## config.mk

```make
export PLATFORM = sky130hd
export DESIGN_NAME = alu_shift_seq
export DESIGN_NICKNAME = d
export VERILOG_FILES = /design/src/rtl/alu_shift_seq.sv
export SDC_FILE = /design/constraint.sdc
export NUM_CORES = 1
export LEC_CHECK = 0
export ABC_CLOCK_PERIOD_IN_PS = 3700
export CORE_MARGIN = 5
export CORE_UTILIZATION = 48
export CTS_CLUSTER_SIZE = 8
export DETAILED_ROUTE_END_ITERATION = 7
export GPL_TIMING_DRIVEN = 0
export PLACE_DENSITY = 0.86
export SYNTH_ARGS = -nofsm -noshare
export SYNTH_HDL_FRONTEND = slang
export SYNTH_SLANG_ARGS = --single-unit
```

## constraint.sdc

```tcl
create_clock -name clk -period 3.7 [get_ports clk]
set_input_delay 0.74 -clock clk [delete_from_list [all_inputs] [get_ports clk]]
set_output_delay 0.74 -clock clk [all_outputs]
set_load 0.01 [all_outputs]
```

## src/rtl/alu_shift_seq.sv

```systemverilog
// -----------------------------------------------------------------------------
// alu_shift_seq
//
// Multi-cycle sequencer for variable-count shift/rotate instructions. One
// single-bit shift/rotate step is pushed through the external combinational
// ALU per clock. Each step's result is fed back as the next operand, and the
// ALU flags selected by the opcode are merged into a running flag register.
//
// Optional feature macro: ALU_SHIFT_SEQ_ABORT_EN
//   When defined, adds the 'abort' input. Abort in RUN or FIN returns the
//   sequencer to IDLE and suppresses done. Abort in IDLE is ignored, and it
//   blocks a start presented in the same cycle.
//
// Ports:
//   clk        in   1   system clock
//   reset_n    in   1   asynchronous active-low reset
//   start      in   1   request strobe, sampled only in IDLE
//   op         in   5   ALUOP code (ROL=8, ROR=9, SHL=12, SHR=13, SHRA=15)
//   size       in   1   0 = byte, 1 = word
//   operand    in  16   value to shift
//   count      in   8   raw shift count; only the low CNT_BITS bits are used
//   flags_in   in   6   PSW flags {Z,S,P,V,CY,AC} (AC at bit 0)
//   abort      in   1   (ALU_SHIFT_SEQ_ABORT_EN only) cancel the sequence
//   busy       out  1   high in RUN and FIN
//   done       out  1   one-cycle completion pulse
//   result     out 16   final value, valid with done
//   flags_out  out  6   merged flags, valid with done
//   alu_op     out  5   opcode presented to the ALU
//   alu_size   out  1   size presented to the ALU
//   alu_a      out 16   working operand presented to the ALU
//   alu_b      out 16   16'd1 while RUN, otherwise 16'd0
//   alu_r      in  16   ALU result
//   alu_flags  in   6   ALU flag output
// -----------------------------------------------------------------------------
module alu_shift_seq #(
  parameter int CNT_BITS = 5
) (
  input  logic                clk,
  input  logic                reset_n,
  input  logic                start,
  input  logic [4:0]          op,
  input  logic                size,
  input  logic [15:0]         operand,
  input  logic [7:0]          count,
  input  logic [5:0]          flags_in,
`ifdef ALU_SHIFT_SEQ_ABORT_EN
  input  logic                abort,
`endif
  output logic                busy,
  output logic                done,
  output logic [15:0]         result,
  output logic [5:0]          flags_out,
  output logic [4:0]          alu_op,
  output logic                alu_size,
  output logic [15:0]         alu_a,
  output logic [15:0]         alu_b,
  input  logic [15:0]         alu_r,
  input  logic [5:0]          alu_flags
);

  localparam logic [4:0] OP_ROL  = 5'd8;
  localparam logic [4:0] OP_ROR  = 5'd9;
  localparam logic [4:0] OP_SHL  = 5'd12;
  localparam logic [4:0] OP_SHR  = 5'd13;
  localparam logic [4:0] OP_SHRA = 5'd15;

  localparam logic [CNT_BITS-1:0] N_ZERO = {CNT_BITS{1'b0}};
  localparam logic [CNT_BITS-1:0] N_ONE  = {{(CNT_BITS-1){1'b0}}, 1'b1};

  typedef enum logic [1:0] {
    S_IDLE = 2'd0,
    S_RUN  = 2'd1,
    S_FIN  = 2'd2
  } state_t;

  // Opcodes this block knows how to sequence; anything else is a pass-through.
  function automatic logic op_legal(input logic [4:0] o);
    logic ok;
    case (o)
      OP_ROL, OP_ROR, OP_SHL, OP_SHR, OP_SHRA: ok = 1'b1;
      default:                                 ok = 1'b0;
    endcase
    return ok;
  endfunction

  // Flags an ALU step is allowed to update. Rotates only touch CY and V;
  // shifts also update P, S, Z. AC (bit 0) is never written.
  function automatic logic [5:0] flag_mask(input logic [4:0] o);
    logic [5:0] m;
    case (o)
      OP_ROL, OP_ROR:           m = 6'b000110;
      OP_SHL, OP_SHR, OP_SHRA:  m = 6'b111110;
      default:                  m = 6'b000000;
    endcase
    return m;
  endfunction

  state_t              state_q,     state_d;
  logic [4:0]          op_q,        op_d;
  logic                size_q,      size_d;
  logic [15:0]         work_q,      work_d;
  logic [7:0]          hi_q,        hi_d;
  logic [5:0]          flag_q,      flag_d;
  logic [CNT_BITS-1:0] n_q,         n_d;
  logic                busy_q,      busy_d;
  logic                done_q,      done_d;
  logic [15:0]         result_q,    result_d;
  logic [5:0]          flags_out_q, flags_out_d;
  logic [15:0]         alu_b_q,     alu_b_d;

  logic                abort_s;
  logic [CNT_BITS-1:0] cnt_s;
  logic [5:0]          merged_s;
  logic                unused_count_s;

`ifdef ALU_SHIFT_SEQ_ABORT_EN
  assign abort_s = abort;
`else
  assign abort_s = 1'b0;
`endif

  // Count bits above CNT_BITS are deliberately ignored.
  assign cnt_s          = count[CNT_BITS-1:0];
  assign unused_count_s = ^count;

  // Flag register after applying the current ALU step.
  assign merged_s = (flag_q & ~flag_mask(op_q)) | (alu_flags & flag_mask(op_q));

  // Next-state and next-output computation for the sequencer.
  always_comb begin
    state_d     = state_q;
    op_d        = op_q;
    size_d      = size_q;
    work_d      = work_q;
    hi_d        = hi_q;
    flag_d      = flag_q;
    n_d         = n_q;
    result_d    = result_q;
    flags_out_d = flags_out_q;

    case (state_q)
      S_IDLE: begin
        if (start && !abort_s) begin
          op_d   = op;
          size_d = size;
          work_d = operand;
          hi_d   = operand[15:8];
          flag_d = flags_in;
          if (op_legal(op) && (cnt_s != N_ZERO)) begin
            n_d     = cnt_s;
            state_d = S_RUN;
          end else begin
            // Zero count or unknown opcode: report the operand untouched.
            n_d         = N_ZERO;
            state_d     = S_FIN;
            result_d    = operand;
            flags_out_d = flags_in;
          end
        end else begin
          state_d = S_IDLE;
        end
      end

      S_RUN: begin
        if (abort_s) begin
          state_d = S_IDLE;
        end else begin
          work_d = alu_r;
          flag_d = merged_s;
          n_d    = n_q - N_ONE;
          if (n_q == N_ONE) begin
            // Last step: capture the final value so it is valid during FIN.
            // Byte ops always report the original upper byte.
            state_d     = S_FIN;
            result_d    = size_q ? alu_r : {hi_q, alu_r[7:0]};
            flags_out_d = merged_s;
          end else begin
            state_d = S_RUN;
          end
        end
      end

      S_FIN: begin
        state_d = S_IDLE;
      end

      default: begin
        state_d = S_IDLE;
      end
    endcase

    // Status outputs are registered, so derive them from the next state.
    busy_d  = (state_d != S_IDLE);
    done_d  = (state_d == S_FIN);
    alu_b_d = (state_d == S_RUN) ? 16'd1 : 16'd0;
  end

  // State and output registers.
  always_ff @(posedge clk or negedge reset_n) begin
    if (!reset_n) begin
      state_q     <= S_IDLE;
      op_q        <= 5'd0;
      size_q      <= 1'b0;
      work_q      <= 16'd0;
      hi_q        <= 8'd0;
      flag_q      <= 6'd0;
      n_q         <= N_ZERO;
      busy_q      <= 1'b0;
      done_q      <= 1'b0;
      result_q    <= 16'd0;
      flags_out_q <= 6'd0;
      alu_b_q     <= 16'd0;
    end else begin
      state_q     <= state_d;
      op_q        <= op_d;
      size_q      <= size_d;
      work_q      <= work_d;
      hi_q        <= hi_d;
      flag_q      <= flag_d;
      n_q         <= n_d;
      busy_q      <= busy_d;
      done_q      <= done_d;
      result_q    <= result_d;
      flags_out_q <= flags_out_d;
      alu_b_q     <= alu_b_d;
    end
  end

  assign busy      = busy_q;
  assign result    = result_q;
  assign flags_out = flags_out_q;
  assign alu_op    = op_q;
  assign alu_size  = size_q;
  assign alu_a     = work_q;
  assign alu_b     = alu_b_q;

`ifdef ALU_SHIFT_SEQ_ABORT_EN
  // An abort arriving during FIN must still cancel the completion pulse.
  assign done = done_q & ~abort_s;
`else
  assign done = done_q;
`endif

endmodule
```

==> summary.txt, run 1 <==
Place
  – Worst setup slack after placement: 0.886 ns
  – Placed wire-length estimate: 6500 µm
  – PortBufs: 103
  – Gp weighted congestion: 0.829

Global routing
  – Global-route wire length before repair: 14100 µm
  – Initial antenna violation count: 0
  – Overflow left after global routing: 0
  – All-layer global routing usage: 20.7%
  – Largest net degree at the start of global routing: 69
  – Number of global-route vias before repair: 2870

Logic synthesis
  – Top FF cell, synth: sky130_fd_sc_hd__dfrtp_1
  – Number of register bits inferred by synthesis: 68
  – Yosys warns: 0
  – Number of enable flip-flop cells after synthesis: 0
  – Multiplexer share of the synthesized area: 17.6%
  – Async set-or-reset flop fraction in the synthesized netlist: 100%
  – Largest family of logic cells by synthesized area: multiplexers
  – Post-synthesis compound-gate area fraction: 7.84%
  – Cell type with the largest total area after synthesis: sky130_fd_sc_hd__dfrtp_1
  – Area of the mapped netlist: 3340 µm²
  – Xor/xnor share of the synthesized area: 0%
  – Mapped Cells: 323
  – Adder and majority gate portion of the synthesized area: 0.750%
  – Share of the synthesized area in the top cell type: 51.0%
  – Basic-gate share of the synthesized area counting and, or, nand and nor cells: 16.1%
  – Count of cell types in the netlist: 35
  – Synth top area cells: sky130_fd_sc_hd__dfrtp_1 51%, sky130_fd_sc_hd__nand2_1 12%, sky130_fd_sc_hd__mux2_4 8.6%, sky130_fd_sc_hd__mux2i_1 6.3%, sky130_fd_sc_hd__buf_4 3.4%
  – Mean post-synth cell area: 10.3 µm²
  – Sequential share of the synthesized area: 51.0%

Clocking
  – TritonCTS clock tree: done
  – Cell chosen for the clock root: sky130_fd_sc_hd__clkbuf_8
  – Clock latency on the worst-skew pair: 0.33 ns
  – H-tree depth: 3
  – CTS Buffer Depth: 2
  – Number of sinks on the clock net: 68
  – Post-cts hold buffer count: 0
  – Total clock buffers created by CTS: 9
  – # Post-CTS Setup Buffers: 0
  – Clock transition at the registers of the reported paths: 0.07 ns
  – Number of instances resized during post-cts repair: 0

Route
  – Residual DRC: 0
  – Count of antenna-violating nets left after detailed routing: 0
  – DR WL/cell: 16.0 µm
  – Total vias in the final route: 2773
  – Number of vias per cell after detailed routing: 5.03
  – First DRT Iteration DRCs: 177
  – Detailed-routing iteration count for the pre-antenna-repair pass: 4
  – Final wirelength: 8840 µm

Critical path
  – Capture point of the worst reg-to-reg path: result[1]
  – Worst setup path endpoint: result[1]
  – Endpoint arrival time on the critical path: 2.68 ns
  – Cells along the critical path: clkdlybuf4s50_1 -> or4_4 -> nor2_2 -> nand2b_2 -> a22o_4 -> buf_12 -> mux2_4
  – Kind of cell adding the most delay to the critical path: simple AND/OR/NAND/NOR gates
  – Startpoint kind of the worst setup timing path: input port
  – Cell with the largest stage delay on the worst path: sky130_fd_sc_hd__or4_4
  – Setup crit end kind: flop
  – Worst Path Required: 3.91 ns
  – Worst R2R Start: n_q[1]
  – Timing startpoint of the critical path: count[1]
  – Number of buffer and inverter stages on the critical path: 2
  – Worst Reg-to-Reg Cells: 6
  – Delay contributed by the slowest stage of the critical path: 0.55 ns
  – Crit Path Category: in -> reg
  – Number of logic stages on the critical path including buffering: 7
  – Peak fanout along the critical path: 10
  – Minimum setup slack among reg-to-reg paths: 1.53 ns

Floorplan
  – Die area: 8720 µm²
  – Placeable Area: 6790 µm²
  – Placement row count: 30
  – Vertical extent of the die: 93.4 µm
  – Starting density of the core: 49.1%
  – Horizontal extent of the die: 93.4 µm
  – Number of top-level design ports: 123

Layout
  – Share of final-layout standard cells stronger than drive strength 1: 15.2%
  – Share of the core filled with cells in the final layout: 69.3%
  – Synthesis-to-finish area growth: 41.1%
  – Total inserted antenna cells: 0
  – Total Nets Final: 514
  – Count of fill cells added during filler insertion: 514

Run status
  – Run status: finished, final reports clean

Flow run
  – Number of max-cap violations: 0

Timing
  – Final min period: 2.48 ns
  – Post-route clock skew: 0.0127 ns
  – Worst slew pin tran: 0.852 ns
  – Final clock period utilization by the worst path: 66.9%
  – Final worst setup slack: 1.22 ns
  – Max_slew headroom: 43.2%
  – Final Setup Violations: 0
  – Worst hold slack after final layout: 0.480 ns
  – Unrepaired setup endpoints after global routing: false
  – Number of hold-slack violations in the final timing report: 0
  – Max Freq: 404 MHz
  – Max Transition Viols Final: 0

Power and ir drop
  – Power, Total: 3540 µW
  – Maximum resistive drop on vdd: 402 µV
  – Leak pwr: 0.00225 µW
  – Ratio of total power to cell area: 753 nW/µm²

Min path
  – Source of the worst hold timing path: alu_a[14]
  – Type of the worst min-delay path: reg -> reg
layout by cell type, fill, tap and decap left out, types with 3 or more instances in the layout:
cell type,Yosys,final
sky130_fd_sc_hd__a22oi_1,7,7
sky130_fd_sc_hd__a21oi_1,8,8
sky130_fd_sc_hd__conb_1,1,15
sky130_fd_sc_hd__nor2_1,6,6
sky130_fd_sc_hd__buf_2,5,5
sky130_fd_sc_hd__mux2_4,19,19
sky130_fd_sc_hd__dfrtp_1,68,68
sky130_fd_sc_hd__buf_4,15,16
sky130_fd_sc_hd__clkbuf_1,7,9
sky130_fd_sc_hd__o21ai_0,16,16
sky130_fd_sc_hd__o221ai_1,3,3
sky130_fd_sc_hd__mux2_2,8,8
sky130_fd_sc_hd__nand2_1,103,103
sky130_fd_sc_hd__mux2i_1,21,21
sky130_fd_sc_hd__clkbuf_8,0,11
sky130_fd_sc_hd__nand3_1,6,6
sky130_fd_sc_hd__nand2b_1,4,4
sky130_fd_sc_hd__inv_1,3,3
sky130_fd_sc_hd__clkdlybuf4s50_1,0,102
registers in the layout (all words and copies together), names as in the netlist:
name       count
busy           1
result        16
alu_b          1
done           1
flags_out      6
n_q            5
flag_q         6
state_q        2
hi_q           8
alu_size       1
alu_a         16
alu_op         5
synthesized netlist by cell type (5+ instances only):
master / n
sky130_fd_sc_hd__nor2_1: 6
sky130_fd_sc_hd__a22oi_1: 7
sky130_fd_sc_hd__nand3_1: 6
sky130_fd_sc_hd__mux2i_1: 21
sky130_fd_sc_hd__buf_2: 5
sky130_fd_sc_hd__mux2_4: 19
sky130_fd_sc_hd__buf_4: 15
sky130_fd_sc_hd__a21oi_1: 8
sky130_fd_sc_hd__nand2_1: 103
sky130_fd_sc_hd__mux2_2: 8
sky130_fd_sc_hd__o21ai_0: 16
sky130_fd_sc_hd__clkbuf_1: 7
sky130_fd_sc_hd__dfrtp_1: 68
logic make-up after synthesis:
group / count (synthesis)
flops: 68
other cells: 1
fa+ha+maj: 2
mux: 48
simple gates: 129
compound gates: 41
buf+inv: 34
layout make-up:
cell class / instances / area, µm² / area share [%]
plain buffers: 30 / 208 / 4.41
clock buffers: 13 / 159 / 3.38
clock inverters: 2 / 10.0 / 0.213
flip-flops and latches: 68 / 1700 / 36.2
repair buffers: 103 / 1030 / 21.9
inverters: 4 / 15.0 / 0.319
well taps: 96 / 120 / 2.55
multi-input cells: 235 / 1460 / 31.1
per-stage QoR:
stage / std cells / setup TNS, ns / area, µm²
after floorplan: 337 / 0 / 3390
after global placement: 536 / -24.90 / 4540
after detailed placement: 536 / 0 / 4540
after CTS: 551 / 0 / 4710
after global routing: 551 / 0 / 4710
final: 551 / 0 / 4710
metal layers:
metal	routed length [µm]	part of all wire, %	track usage [%]
met1	3690	42	26.0
met2	4560	52	35.1
met3	492	5.6	4.10
met4	104	1.2	7.69
met5	0	0	0
worst min path at each step:
stage / to / cells after the start
6_report: alu_a[14] / 2
5_1_grt: alu_a[8] / 2
4_1_cts: alu_a[8] / 2
3_5_place_dp: hi_q[4] / 2
3_3_place_gp: alu_a[8] / 2
2_1_floorplan: alu_a[0] / 0
report_power, final:
group | internal, µW | switching (µW) | leakage, µW | total [µW]
registers | 1100 | 218 | 0.000823 | 1310
logic | 948 | 745 | 0.00134 | 1690
clock network | 275 | 262 | 0.0000893 | 537
total | 2320 | 1230 | 0.00225 | 3540
tightest hold or removal path, stage by stage (launching register included):
cell,delay [ns]
sky130_fd_sc_hd__dfrtp_1,0.35
sky130_fd_sc_hd__nand2_1,0.05
sky130_fd_sc_hd__nand2_1,0.05
Power figures use the tool's default switching activity.
==> run 2, diff against run 1 <==
==> config.mk (replaced) <==
export PLATFORM = sky130hd
export DESIGN_NAME = alu_shift_seq
export DESIGN_NICKNAME = d
export VERILOG_FILES = /design/src/rtl/alu_shift_seq.sv
export SDC_FILE = /design/constraint.sdc
export NUM_CORES = 1
export LEC_CHECK = 0
export ABC_CLOCK_PERIOD_IN_PS = 2600
export CORE_MARGIN = 5
export CORE_UTILIZATION = 45
export CTS_CLUSTER_SIZE = 8
export DETAILED_ROUTE_END_ITERATION = 7
export GPL_TIMING_DRIVEN = 0
export PLACE_DENSITY = 0.81
export SYNTH_ARGS = -nofsm -noshare
export SYNTH_HDL_FRONTEND = slang
export SYNTH_SLANG_ARGS = --single-unit
==> constraint.sdc (replaced) <==
create_clock -name clk -period 2.6 [get_ports clk]
set_input_delay 0.52 -clock clk [delete_from_list [all_inputs] [get_ports clk]]
set_output_delay 0.52 -clock clk [all_outputs]
set_load 0.01 [all_outputs]
==> run 2 against run 1 <==
  * Routed wire length grew 0.60%
  * Sequential cell count is the same
  * Power grew 42%
  * Die area grew 5.9%
  * Global-route usage shrank 0.85 points
  * First-iteration DRC count shrank 41%
  * Non-clock buffer count is the same
  * Critical path type unchanged
  * Largest cell class unchanged
  * Largest power group unchanged
==> summary.txt, run 2 (synthesis results as in run 1) <==
Run status
  – Run status: finished, final reports clean

Flow run
  – Number of max-cap violations: 0

Timing
  – Worst hold slack after final layout: 0.284 ns
  – Post-route clock skew: 0.00670 ns
  – Final worst setup slack: 0.363 ns
  – Final Setup Violations: 0
  – Final min period: 2.24 ns
  – Max_slew headroom: 42.9%
  – Final clock period utilization by the worst path: 86.0%
  – Number of hold-slack violations in the final timing report: 0
  – Max Transition Viols Final: 0
  – Unrepaired setup endpoints after global routing: false
  – Worst slew pin tran: 0.856 ns
  – Max Freq: 447 MHz

Clocking
  – Cell chosen for the clock root: sky130_fd_sc_hd__clkbuf_8
  – H-tree depth: 3
  – # Post-CTS Setup Buffers: 0
  – CTS Buffer Depth: 2
  – Clock transition at the registers of the reported paths: 0.07 ns
  – Clock latency on the worst-skew pair: 0.34 ns
  – Number of instances resized during post-cts repair: 0
  – Number of sinks on the clock net: 68
  – Post-cts hold buffer count: 0
  – Total clock buffers created by CTS: 9
  – TritonCTS clock tree: done

Layout
  – Commonest non-fill, non-tap cells in the layout: 103 x sky130_fd_sc_hd__nand2_1, 102 x sky130_fd_sc_hd__clkdlybuf4s50_1, 68 x sky130_fd_sc_hd__dfrtp_1
  – Total Nets Final: 514
  – Most common library cell in the layout ignoring fill and taps: sky130_fd_sc_hd__nand2_1
  – Count of fill cells added during filler insertion: 600
  – Area occupied by multi-input gates: 1460 µm²
  – Share of final-layout standard cells stronger than drive strength 1: 15.2%
  – Synthesis-to-finish area growth: 41.2%
  – Area occupied by registers: 1700 µm²
  – Total inserted antenna cells: 0

Global routing
  – Number of global-route vias before repair: 2796
  – Initial antenna violation count: 0
  – Overflow left after global routing: 0
  – Largest net degree at the start of global routing: 69
  – All-layer global routing usage: 19.8%
  – Global-route wire length before repair: 13800 µm

Place
  – Gp weighted congestion: 0.790
  – Worst setup slack after placement: 0.0152 ns
  – Placed wire-length estimate: 6400 µm
  – PortBufs: 103

Route
  – Final wirelength: 8900 µm
  – Detailed-routing iteration count for the pre-antenna-repair pass: 5
  – Count of antenna-violating nets left after detailed routing: 0
  – Number of vias per cell after detailed routing: 4.91
  – First DRT Iteration DRCs: 105
  – DR WL/cell: 16.1 µm
  – Residual DRC: 0
  – Total vias in the final route: 2720

Critical path
  – Worst Path Required: 2.82 ns
  – Setup crit end kind: flop
  – Peak fanout along the critical path: 10
  – Crit Path Category: in -> reg
  – Endpoint arrival time on the critical path: 2.46 ns
  – Startpoint kind of the worst setup timing path: input port

Floorplan
  – Placement row count: 31
  – Horizontal extent of the die: 96.1 µm
  – Number of top-level design ports: 123
  – Vertical extent of the die: 96.1 µm
  – Die area: 9230 µm²
  – Placeable Area: 7250 µm²
  – Starting density of the core: 46.0%

Power and ir drop
  – Internal power summed over all cells: 3300 µW
  – Clock network fraction of total power: 15.1%
  – Combinational share of power: 47.8%
  – Ratio of total power to cell area: 1070 nW/µm²
  – Maximum resistive drop on vdd: 504 µV
  – Net switching power figure: 1740 µW
  – Part of the power in registers: 37.2%
  – Leak pwr: 0.00225 µW
  – Share of total power consumed by net switching: 34.5%

Min path
  – Type of the worst min-delay path: in -> async
## run 2: cell counts in the layout (fill, tap and decap cells not counted)
Identical to the previous run, type by type.
## run 2: power groups by stage
stage | combinational (µW) | sequential (µW) | clock [µW]
floorplan | 1130 | 1990 | 0
global placement | 2360 | 1860 | 0
detailed placement | 2410 | 1880 | 0
CTS | 2440 | 1870 | 772
global route | 2600 | 1930 | 818
finish | 2410 | 1870 | 760
## run 2: metrics by stage
step                utilization [%]  total power, µW  TNS, ns  std cells  cell area, µm²
CTS                            64.9             5080        0        554            4710
global placement               62.6             4210   -86.54        539            4540
floorplan                         -             3130        0        337            3390
finish                         64.9             5040        0        554            4710
global route                   64.9             5350        0        554            4710
detailed placement             62.6             4280        0        539            4540
## run 2: layout make-up
cell class	instances	share of cell area, %
Multi-Input combinational cell	235	31.1
Tap cell	99	2.63
Buffer	30	4.41
Inverter	4	0.319
Sequential cell	68	36.1
Timing Repair Buffer	103	21.8
Clock buffer	13	3.37
Clock inverter	2	0.213
## run 2: worst max-delay path, cell delays in order
cell,delay (ns)
sky130_fd_sc_hd__clkdlybuf4s50_1,0.43
sky130_fd_sc_hd__or4_4,0.55
sky130_fd_sc_hd__nor2_2,0.14
sky130_fd_sc_hd__nand2b_2,0.16
sky130_fd_sc_hd__a22o_4,0.18
sky130_fd_sc_hd__buf_12,0.16
sky130_fd_sc_hd__mux2_4,0.31
## run 2: worst paths after layout
kind,startpoint,end,slack [ns],depth (start not counted)
max in group asynchronous,reset_n,alu_op[2],1.74,1
setup / recovery,count[1],result[12],0.36,7
hold / removal,reset_n,result[15],0.28,1
hold reg to reg,alu_a[8],alu_a[8],0.47,2
setup reg to reg,n_q[1],result[12],0.43,6
min in group clk,alu_a[8],alu_a[8],0.47,2
## run 2: layer usage
layer  share of wire (%)  global-route usage, %  vias up
met2                  50                   32.6       81
met5                   0                      0        -
met4                0.91                   6.99        0
met1                  43                   26.4     1321
li1                    -                      -     1308
met3                 6.2                   3.36       10
